===== src/rtl/scariv_conf_pkg.sv =====
// rtl/scariv_conf_pkg.sv - core-wide configuration constants for the L1D miss path
package scariv_conf_pkg;

  localparam int MSHR_N = 4;

endpackage : scariv_conf_pkg


===== src/rtl/scariv_lsu_pkg.sv =====
// rtl/scariv_lsu_pkg.sv - LSU-side MSHR types and helpers shared by the MSHR scheduler
package scariv_lsu_pkg;

  localparam int MSHR_N = scariv_conf_pkg::MSHR_N;
  localparam int IDX_W  = $clog2(MSHR_N);
  localparam int CNT_W  = IDX_W + 1;

  typedef logic [IDX_W-1:0] mshr_idx_t;
  typedef logic [CNT_W-1:0] mshr_cnt_t;

  // Pointer increment; MSHR_N is a power of two so the wrap is the natural overflow.
  function automatic mshr_idx_t mshr_idx_inc(mshr_idx_t idx);
    return idx + mshr_idx_t'(1);
  endfunction

endpackage : scariv_lsu_pkg


===== src/rtl/scariv_l1d_mshr_rr_arb.sv =====
// rtl/scariv_l1d_mshr_rr_arb.sv - request/ready arbiter with grant lock; SCARIV_L1D_MSHR_RR_ARB_EN selects round-robin, else fixed lowest-index priority
module scariv_l1d_mshr_rr_arb #(
  parameter int WIDTH = 4
) (
  input  logic                     i_clk,
  input  logic                     i_reset_n,
  input  logic [WIDTH-1:0]         i_req,
  input  logic                     i_ready,
  output logic                     o_valid,
  output logic [$clog2(WIDTH)-1:0] o_grant_idx,
  output logic [WIDTH-1:0]         o_accept
);

  localparam int IDX_W = $clog2(WIDTH);

  logic             r_locked;
  logic [IDX_W-1:0] r_lock_idx;
  logic [IDX_W-1:0] pick_idx;
  logic             lock_hit;
  logic             fire;

`ifdef SCARIV_L1D_MSHR_RR_ARB_EN
  logic [IDX_W-1:0] r_ptr;
  logic [IDX_W-1:0] cand;
  logic             found;

  // Round-robin search: first requester at or after the priority pointer, wrapping.
  always_comb begin
    pick_idx = r_ptr;
    cand     = r_ptr;
    found    = 1'b0;
    for (int i = 0; i < WIDTH; i++) begin
      cand = r_ptr + IDX_W'(i);
      if (!found && i_req[cand]) begin
        pick_idx = cand;
        found    = 1'b1;
      end
    end
  end

  // Priority pointer moves just past the winner on every accepted handshake.
  always_ff @(posedge i_clk or negedge i_reset_n) begin
    if (!i_reset_n) begin
      r_ptr <= '0;
    end else if (fire) begin
      r_ptr <= o_grant_idx + IDX_W'(1);
    end
  end
`else
  // Fixed priority: the lowest requesting index wins.
  always_comb begin
    pick_idx = '0;
    for (int i = WIDTH - 1; i >= 0; i--) begin
      if (i_req[i]) pick_idx = IDX_W'(i);
    end
  end
`endif

  assign lock_hit    = r_locked & i_req[r_lock_idx];
  assign o_grant_idx = lock_hit ? r_lock_idx : pick_idx;
  // Reset forces the port idle at once so no handshake can be seen while in reset.
  assign o_valid     = i_reset_n & (|i_req);
  assign fire        = o_valid & i_ready;

  // One-hot accept pulse toward the granted entry.
  always_comb begin
    o_accept              = '0;
    o_accept[o_grant_idx] = fire;
  end

  // A stalled grant is remembered so a newly arriving request cannot steal the port.
  always_ff @(posedge i_clk or negedge i_reset_n) begin
    if (!i_reset_n) begin
      r_locked   <= 1'b0;
      r_lock_idx <= '0;
    end else begin
      r_locked   <= o_valid & ~i_ready;
      r_lock_idx <= o_grant_idx;
    end
  end

endmodule : scariv_l1d_mshr_rr_arb


===== src/rtl/scariv_l1d_mshr_sched.sv =====
// rtl/scariv_l1d_mshr_sched.sv - in-order MSHR allocate/retire plus refill/write/evict port arbitration; SCARIV_L1D_MSHR_RR_ARB_EN selects round-robin arbiters
module scariv_l1d_mshr_sched
  import scariv_lsu_pkg::*;
(
  input  logic              i_clk,
  input  logic              i_reset_n,

  input  logic              i_alloc_req,
  output logic              o_alloc_ready,
  output logic [IDX_W-1:0]  o_alloc_index,
  output logic [MSHR_N-1:0] o_entry_load,

  input  logic [MSHR_N-1:0] i_ext_req_ready,
  output logic              o_l2_req_valid,
  output logic [IDX_W-1:0]  o_l2_req_index,
  input  logic              i_l2_req_ready,
  output logic [MSHR_N-1:0] o_entry_sent,

  input  logic [MSHR_N-1:0] i_wr_req_valid,
  output logic              o_l1d_wr_valid,
  output logic [IDX_W-1:0]  o_l1d_wr_index,
  input  logic              i_l1d_wr_ready,
  output logic [MSHR_N-1:0] o_wr_accepted,

  input  logic [MSHR_N-1:0] i_evict_ready,
  output logic              o_evict_valid,
  output logic [IDX_W-1:0]  o_evict_index,
  input  logic              i_evict_port_ready,
  output logic [MSHR_N-1:0] o_evict_sent,

  input  logic [MSHR_N-1:0] i_entry_finish,
  output logic [MSHR_N-1:0] o_out_ptr_valid,
  output logic              o_full,
  output logic [CNT_W-1:0]  o_count
);

  mshr_idx_t         r_in_ptr;
  mshr_idx_t         r_out_ptr;
  mshr_cnt_t         r_count;
  logic              alloc_fire;
  logic              finish_fire;
  logic [MSHR_N-1:0] out_sel;

  assign o_full        = (r_count == CNT_W'(MSHR_N));
  assign o_alloc_ready = ~o_full;
  assign o_alloc_index = r_in_ptr;
  assign o_count       = r_count;
  assign alloc_fire    = i_reset_n & i_alloc_req & o_alloc_ready;
  assign finish_fire   = i_entry_finish[r_out_ptr];

  // Decode the in/out pointers into the per-entry load strobe and oldest marker.
  always_comb begin
    o_entry_load           = '0;
    o_entry_load[r_in_ptr] = alloc_fire;
    out_sel                = '0;
    out_sel[r_out_ptr]     = 1'b1;
    o_out_ptr_valid        = (r_count != '0) ? out_sel : '0;
  end

  // Pointers and occupancy; simultaneous allocate and finish cancel in the count.
  always_ff @(posedge i_clk or negedge i_reset_n) begin
    if (!i_reset_n) begin
      r_in_ptr  <= '0;
      r_out_ptr <= '0;
      r_count   <= '0;
    end else begin
      if (alloc_fire)  r_in_ptr  <= mshr_idx_inc(r_in_ptr);
      if (finish_fire) r_out_ptr <= mshr_idx_inc(r_out_ptr);
      case ({alloc_fire, finish_fire})
        2'b10:   r_count <= r_count + CNT_W'(1);
        2'b01:   r_count <= r_count - CNT_W'(1);
        default: r_count <= r_count;
      endcase
    end
  end

  scariv_l1d_mshr_rr_arb #(.WIDTH(MSHR_N)) u_refill_arb (
    .i_clk       (i_clk),
    .i_reset_n   (i_reset_n),
    .i_req       (i_ext_req_ready),
    .i_ready     (i_l2_req_ready),
    .o_valid     (o_l2_req_valid),
    .o_grant_idx (o_l2_req_index),
    .o_accept    (o_entry_sent)
  );

  scariv_l1d_mshr_rr_arb #(.WIDTH(MSHR_N)) u_write_arb (
    .i_clk       (i_clk),
    .i_reset_n   (i_reset_n),
    .i_req       (i_wr_req_valid),
    .i_ready     (i_l1d_wr_ready),
    .o_valid     (o_l1d_wr_valid),
    .o_grant_idx (o_l1d_wr_index),
    .o_accept    (o_wr_accepted)
  );

  scariv_l1d_mshr_rr_arb #(.WIDTH(MSHR_N)) u_evict_arb (
    .i_clk       (i_clk),
    .i_reset_n   (i_reset_n),
    .i_req       (i_evict_ready),
    .i_ready     (i_evict_port_ready),
    .o_valid     (o_evict_valid),
    .o_grant_idx (o_evict_index),
    .o_accept    (o_evict_sent)
  );

`ifdef SIMULATION
  // Retirement protocol: single finish, oldest entry only, no count wrap.
  always_ff @(posedge i_clk) begin
    if (i_reset_n) begin
      if ($countones(i_entry_finish) > 1)
        $fatal(1, "mshr_sched: multiple finish bits %b", i_entry_finish);
      if (|(i_entry_finish & ~out_sel))
        $fatal(1, "mshr_sched: finish %b not at out pointer %0d", i_entry_finish, r_out_ptr);
      if (finish_fire && !alloc_fire && (r_count == '0))
        $fatal(1, "mshr_sched: occupancy underflow");
      if (alloc_fire && !finish_fire && o_full)
        $fatal(1, "mshr_sched: occupancy overflow");
    end
  end
`endif

endmodule : scariv_l1d_mshr_sched


===== config.mk =====
export PLATFORM = sky130hd
export DESIGN_NAME = scariv_l1d_mshr_sched
export DESIGN_NICKNAME = d
export VERILOG_FILES = /design/src/rtl/scariv_conf_pkg.sv /design/src/rtl/scariv_lsu_pkg.sv /design/src/rtl/scariv_l1d_mshr_rr_arb.sv /design/src/rtl/scariv_l1d_mshr_sched.sv
export SDC_FILE = /design/constraint.sdc
export NUM_CORES = 1
export LEC_CHECK = 0
export BUFFER_PORTS_ARGS = -buffer_cell sky130_fd_sc_hd__buf_2
export CORE_ASPECT_RATIO = 0.9
export CORE_MARGIN = 1.5
export CORE_UTILIZATION = 47
export CTS_CLUSTER_SIZE = 8
export DETAILED_ROUTE_END_ITERATION = 8
export PLACE_DENSITY = 0.8
export SETUP_SLACK_MARGIN = 0.5
export SYNTH_ARGS = -nofsm -noshare
export SYNTH_HDL_FRONTEND = slang
export SYNTH_SLANG_ARGS = --single-unit

===== constraint.sdc =====
create_clock -name i_clk -period 2.5 [get_ports i_clk]
set_input_delay 0.375 -clock i_clk [delete_from_list [all_inputs] [get_ports i_clk]]
set_output_delay 0.375 -clock i_clk [all_outputs]
set_load 0.01 [all_outputs]

# Word-level counts from Yosys, hierarchy flattened
# Cells that the tools add are included.
# totals
reg_bits,16
in_bits,22
out_inout_bits,36
elab_cells,96
# op_classes
add_sub_neg,4
magnitude_cmp,13
n_eq_ne,3
muxes,35
bitwise,22
reduce_logical,10
# ops
cell,count
$mux W2,15
$lt A2 B3 Y1 const B,8
$and A4 B4 Y4,4
$and A1 B1 Y1,14
$reduce_or A4 Y1,3
$demux W1 S2,5
$ge A2 B1 Y1 const B,5
$mux W1,9
$bmux W1 S2,4
$pmux W3 S2,1
$logic_and A1 B1 Y1,5
$add A2 B1 Y2 const B,2
$mux W4,1
$not A1 Y1,4
$add A3 B1 Y3 const B,1
$eq A3 B3 Y1 const B,1
$reduce_bool A3 Y1,1
$sub A3 B1 Y3 const B,1
$eq A2 B1 Y1 const B,1
$eq A2 B2 Y1 const B,1
$reduce_bool A2 Y1,1

# Logic depth before layout (Yosys ltp)
# logic_depth
word_depth,10
depth_mapped,10

# Modules after synthesis
# A second synthesis with hierarchy kept.
# unflattened
cells_unflattened,152
area_unflattened_um2,1361.3
# modules_own_cells
mod,n_inst,cells_per_inst,area_per_inst_um2
scariv_l1d_mshr_sched,1,55,560.5
scariv_l1d_mshr_rr_arb (u_evict_arb ...),2,33,272.8
scariv_l1d_mshr_rr_arb (u_write_arb),1,31,255.2

# Least setup slack after synthesis
# Ideal clock, no wire load.
# synth_timing
path_kind,register to register
start,"register r_count[0], in the netlist o_count[0]"
end,"register r_count[2], in the netlist o_count[2]"
t_arrival_ns,2.162
required_time_ns,2.421
slack_ns,0.259
stages_incl_launch_ff,11
path_buffers,1
path_cell_list,dfrtp_1 > or3b_4 > and3_4 > buf_6 > inv_1 > ha_1 > inv_1 > fa_1 > xor2_1 > nor2_1 > xor2_1
# synth_via
elab_chain_len,5
elab_cells_between_ends,9
# synth_lines
element,line_no,text
"start, declared",scariv_l1d_mshr_sched.sv:39,mshr_cnt_t r_count;
"start signal, assigned",scariv_l1d_mshr_sched.sv:70,2'b10: r_count <= r_count + CNT_W'(1);
"start signal, assigned",scariv_l1d_mshr_sched.sv:71,2'b01: r_count <= r_count - CNT_W'(1);
"start signal, assigned",scariv_l1d_mshr_sched.sv:72,default: r_count <= r_count;
$eq A3 B3 Y1 *,scariv_l1d_mshr_sched.sv:44,assign o_full = (r_count == CNT_W'(MSHR_N));
$not A1 Y1 *,scariv_l1d_mshr_sched.sv:45,assign o_alloc_ready = ~o_full;
via o_alloc_ready,scariv_l1d_mshr_sched.sv:9,"output logic o_alloc_ready,"
$and A1 B1 Y1 *,scariv_l1d_mshr_sched.sv:48,assign alloc_fire = i_reset_n & i_alloc_req & o_alloc_ready;
$eq A2 B1 Y1 / $eq A2 B2 Y1 (equally long branches),scariv_l1d_mshr_sched.sv:69,"case ({alloc_fire, finish_fire})"
$pmux W3 S2 / $reduce_bool A2 Y1 (equally long branches),--,
# The timed path passes the listed nets; every way through them passes the cells marked *.
# A chain may end at the register's enable or synchronous reset.

# Worst setup path in the final report
# layout_timing
start,"register r_count[0], in the netlist o_count[0]"
end,"register r_count[2], in the netlist o_count[2]"
# layout_via
elab_chain_len,5
elab_cells_between_ends,9
# layout_lines
element,line_no
$eq A3 B3 Y1,scariv_l1d_mshr_sched.sv:44
$not A1 Y1,scariv_l1d_mshr_sched.sv:45
$and A1 B1 Y1,scariv_l1d_mshr_sched.sv:48
$eq A2 B1 Y1 / $eq A2 B2 Y1 (equally long branches),scariv_l1d_mshr_sched.sv:69
$pmux W3 S2 / $reduce_bool A2 Y1 (equally long branches),--
# Several ways; a longest one is shown, not always the timed one.

==> results.yml <==
die:
  start_util_pct: 51.3
  die_h_um: 52.9
  die_w_um: 58.4
  die_area_um2: 3090
  std_cell_rows: 17
  core_area_um2: 2530
  ios: 58
synth:
  synth_top_cell_by_area: "dfrtp_1"
  synth_area_um2: 1300
  synth_compound_area_share_pct: 17.4
  synthSimpleGateAreaFrac_pct: 21.8
  synth_cells: 144
  synthAdderAreaFrac_pct: 10.2
  ys_types: 36
  ys_top_cells_by_area: "dfrtp_1 31%, mux2i_1 9.2%, ha_1 8.7%"
  yosysTopAreaCellShare_pct: 30.8
  synth_top_family_by_area: "simple AND/OR/NAND/NOR gates"
  synth_seq_cells: 16
  syn_area_per_cell_um2: 9.02
  syn-num-nets: 176
  synth_xor_area_share_pct: 2.70
  muxShareOfSynthArea_pct: 11.3
  seq_area_frac_synth_pct: 30.8
  synth.yosys.warnings: 0
layout:
  areaGrowthSynthToFinish_pct: 42.8
  mostFrequentLayoutCell: "buf_2"
  fin_util_pct: 73.3
  final_nets: 249
  layout-drive-gt1-share_pct: 45.8
  fin_area_um2: 1850
  num_antenna_cells: 0
  final_cell_mix: "53 x buf_2, 13 x dfrtp_1, 13 x buf_4"
  fin_cells: 244
setup_path:
  startpoint: "o_count[0]"
  worst-setup-path-type: "register to register"
  critPathArrivalTime_ns: 2.24
  startpoint_type: "register"
  cp_slowest_stage_delay_ns: 0.41
  crit_slowest_cell: "dfrtp_2"
  rr_startpoint: "o_count[0]"
  crit_top_cell: "xor2_1"
  rr_worst_depth: 9
  crit_required_ns: 2.73
  critical_path.max_fanout: 6
  rrSetupSlack_ns: 0.49
  path_cells: "or3b_4, and3_4, inv_4, ha_4, inv_2, fa_2, xor2_1, nor2_1, xor2_1"
  worst_setup_path_end_kind: "register"
  r2r-end: "o_count[2]"
power:
  power_density_nw_per_um2: 756
  max-vdd-ir-drop_mv: 0.428
  p_leak_nw: 0.922
  finalPower_mw: 1.40
timing:
  finalMaxSlewViolations: 0
  rsz0062_at_grt: "yes"
  fin_ws_ns: 0.490
  tightest_slew_ns: 0.380
  finClkSkew_ns: 0.0100
  min_period_over_period_pct: 80.4
  max_freq_mhz: 498
  relSlewSlack_pct: 74.5
  hold_violations: 0
  fin_crit_ns: 2.01
  fin_setup_tns_ns: 0
  hold_ws_ns: 0.101
  setup_violations: 0
global_route:
  antenna_found_initial: 0
  grt_pass1_wl_um: 5220
  grt_pass1_vias: 1249
  globalRouteOverflowTotal: 0
  grt.total_usage_pct: 21.9
  grt_max_degree: 10
cts:
  clk_path_buf_depth: 2
  htree_levels: 1
  numCtsBuffers: 3
  cts_tree: "yes"
  cts.sinks: 16
  worstSkewPairLatency_ns: 0.30
  path_clk_slew_ns: 0.10
  cts-root-buf: "clkbuf_4"
route:
  wl_per_cell_um: 13.5
  dr_total_vias: 1346
  drt_iter0_drc: 103
  routed_wl_um: 3300
  remaining_drc_errors: 0
  first_pass_iters: 4
  drtAntennaViolNets: 0
  routed_via_density: 5.52
placed_design:
  gp_congestion: 0.924
  dpl.hpwl_um: 2450
  port_buffers: 57
  dp.cells: 227
  pre_cts_ws_ns: 0.389
  placed_area_um2: 1630
run:
  cap_violations: 0
status:
  outcome: "finished, final reports clean"
hold_path:
  hp-class: "input port to async pin"
repair_timing:
item / 4_1_cts / 5_1_grt
endpoints found under the setup margin: 17 / 11
pin swaps: 5 / 1
hold buffers: 1 / 0
hold endpoints to repair: 8 / 0
resized for setup: 8 / 15
setup buffers: 5 / 7
logic make-up (layout without fill, tap and decap cells):
| kind of cell | after synthesis | after routing |
|---|---|---|
| AO/OA/AOI/OAI | 33 | 33 |
| buffers and inverters | 18 | 90 |
| AND/OR/NAND/NOR | 49 | 49 |
| XOR/XNOR | 4 | 4 |
| flip-flops | 16 | 16 |
| multiplexers | 14 | 14 |
| adder cells (fa/ha/maj) | 10 | 10 |
registers in the layout (all words and copies together) (netlist names):
register,cells
o_count,3
o_alloc_index,2
r_out_ptr,2
u_evict_arb.r_lock_idx,2
u_refill_arb.r_lock_idx,2
u_write_arb.r_lock_idx,2
u_evict_arb.r_locked,1
u_refill_arb.r_locked,1
u_write_arb.r_locked,1
critical path: cells and delay by family (launching register included):
kind                       cells  cell delay (ns)
and+or+nand+nor                3             0.69
buffers and inverters          2             0.09
xor gates and xnor gates       2             0.29
DFF                            1             0.41
adders and majority gates      2             0.46
cells in the mapped netlist:
cell       count
xor2_1         2
nor3_1         5
buf_6          1
nand3_1        1
o211ai_1       2
o221ai_1       1
a21oi_1        6
nor2b_1       10
nand2b_1       2
o32a_1         1
mux2i_1       12
o2111ai_1      2
inv_1         15
clkbuf_1       2
o22ai_1        4
a211oi_1       4
fa_1           1
nand4b_1       2
and3_4         1
a21boi_0       1
or3_1          2
mux2_4         1
o2bb2ai_1      1
o21ai_0        8
ha_1           9
nand4_1        2
and4b_1        1
and2_2         4
dfrtp_1       16
xnor2_1        2
mux2_2         1
nor2_1         7
and3b_1        1
nand2_1       10
o41a_1         3
or3b_4         1
power by group:
part           internal (mW)  total (mW)  leakage (nW)  switching, mW
clock network         0.0888       0.175        0.0210         0.0866
registers              0.335       0.414         0.194         0.0796
logic                  0.414       0.813         0.707          0.399
total                  0.837        1.40         0.922          0.565
how the worst max path moves through the flow:
| stage | to | slack, ns |
|---|---|---|
| final | o_count[2] | 0.49 |
| after global routing | o_entry_sent[3] | 0.41 |
| after CTS | o_count[2] | 0.48 |
| after detailed placement | o_count[2] | 0.39 |
| after global placement | o_count[2] | 0.45 |
| after floorplan | o_count[2] | 0.33 |
layout make-up:
type / instances / area, µm²
clock buffers: 4 / 36.3
fillers: 193 / 677
inverters: 15 / 58.8
multi-input cells: 110 / 902
flip-flops and latches: 16 / 404
well taps: 28 / 35.0
repair buffers: 71 / 418
per-layer routing:
layer | part of all wire [%] | wire [µm] | global-route usage, % | vias up
li1 | - | - | - | 661
met1 | 39 | 1300 | 23.6 | 630
met2 | 54 | 1770 | 42.9 | 53
met3 | 6.4 | 211 | 5.38 | 2
met4 | 0.55 | 18 | 4.65 | 0
met5 | 0 | 0 | 0 | -
Note: power is estimated with default switching activity, not from simulation.
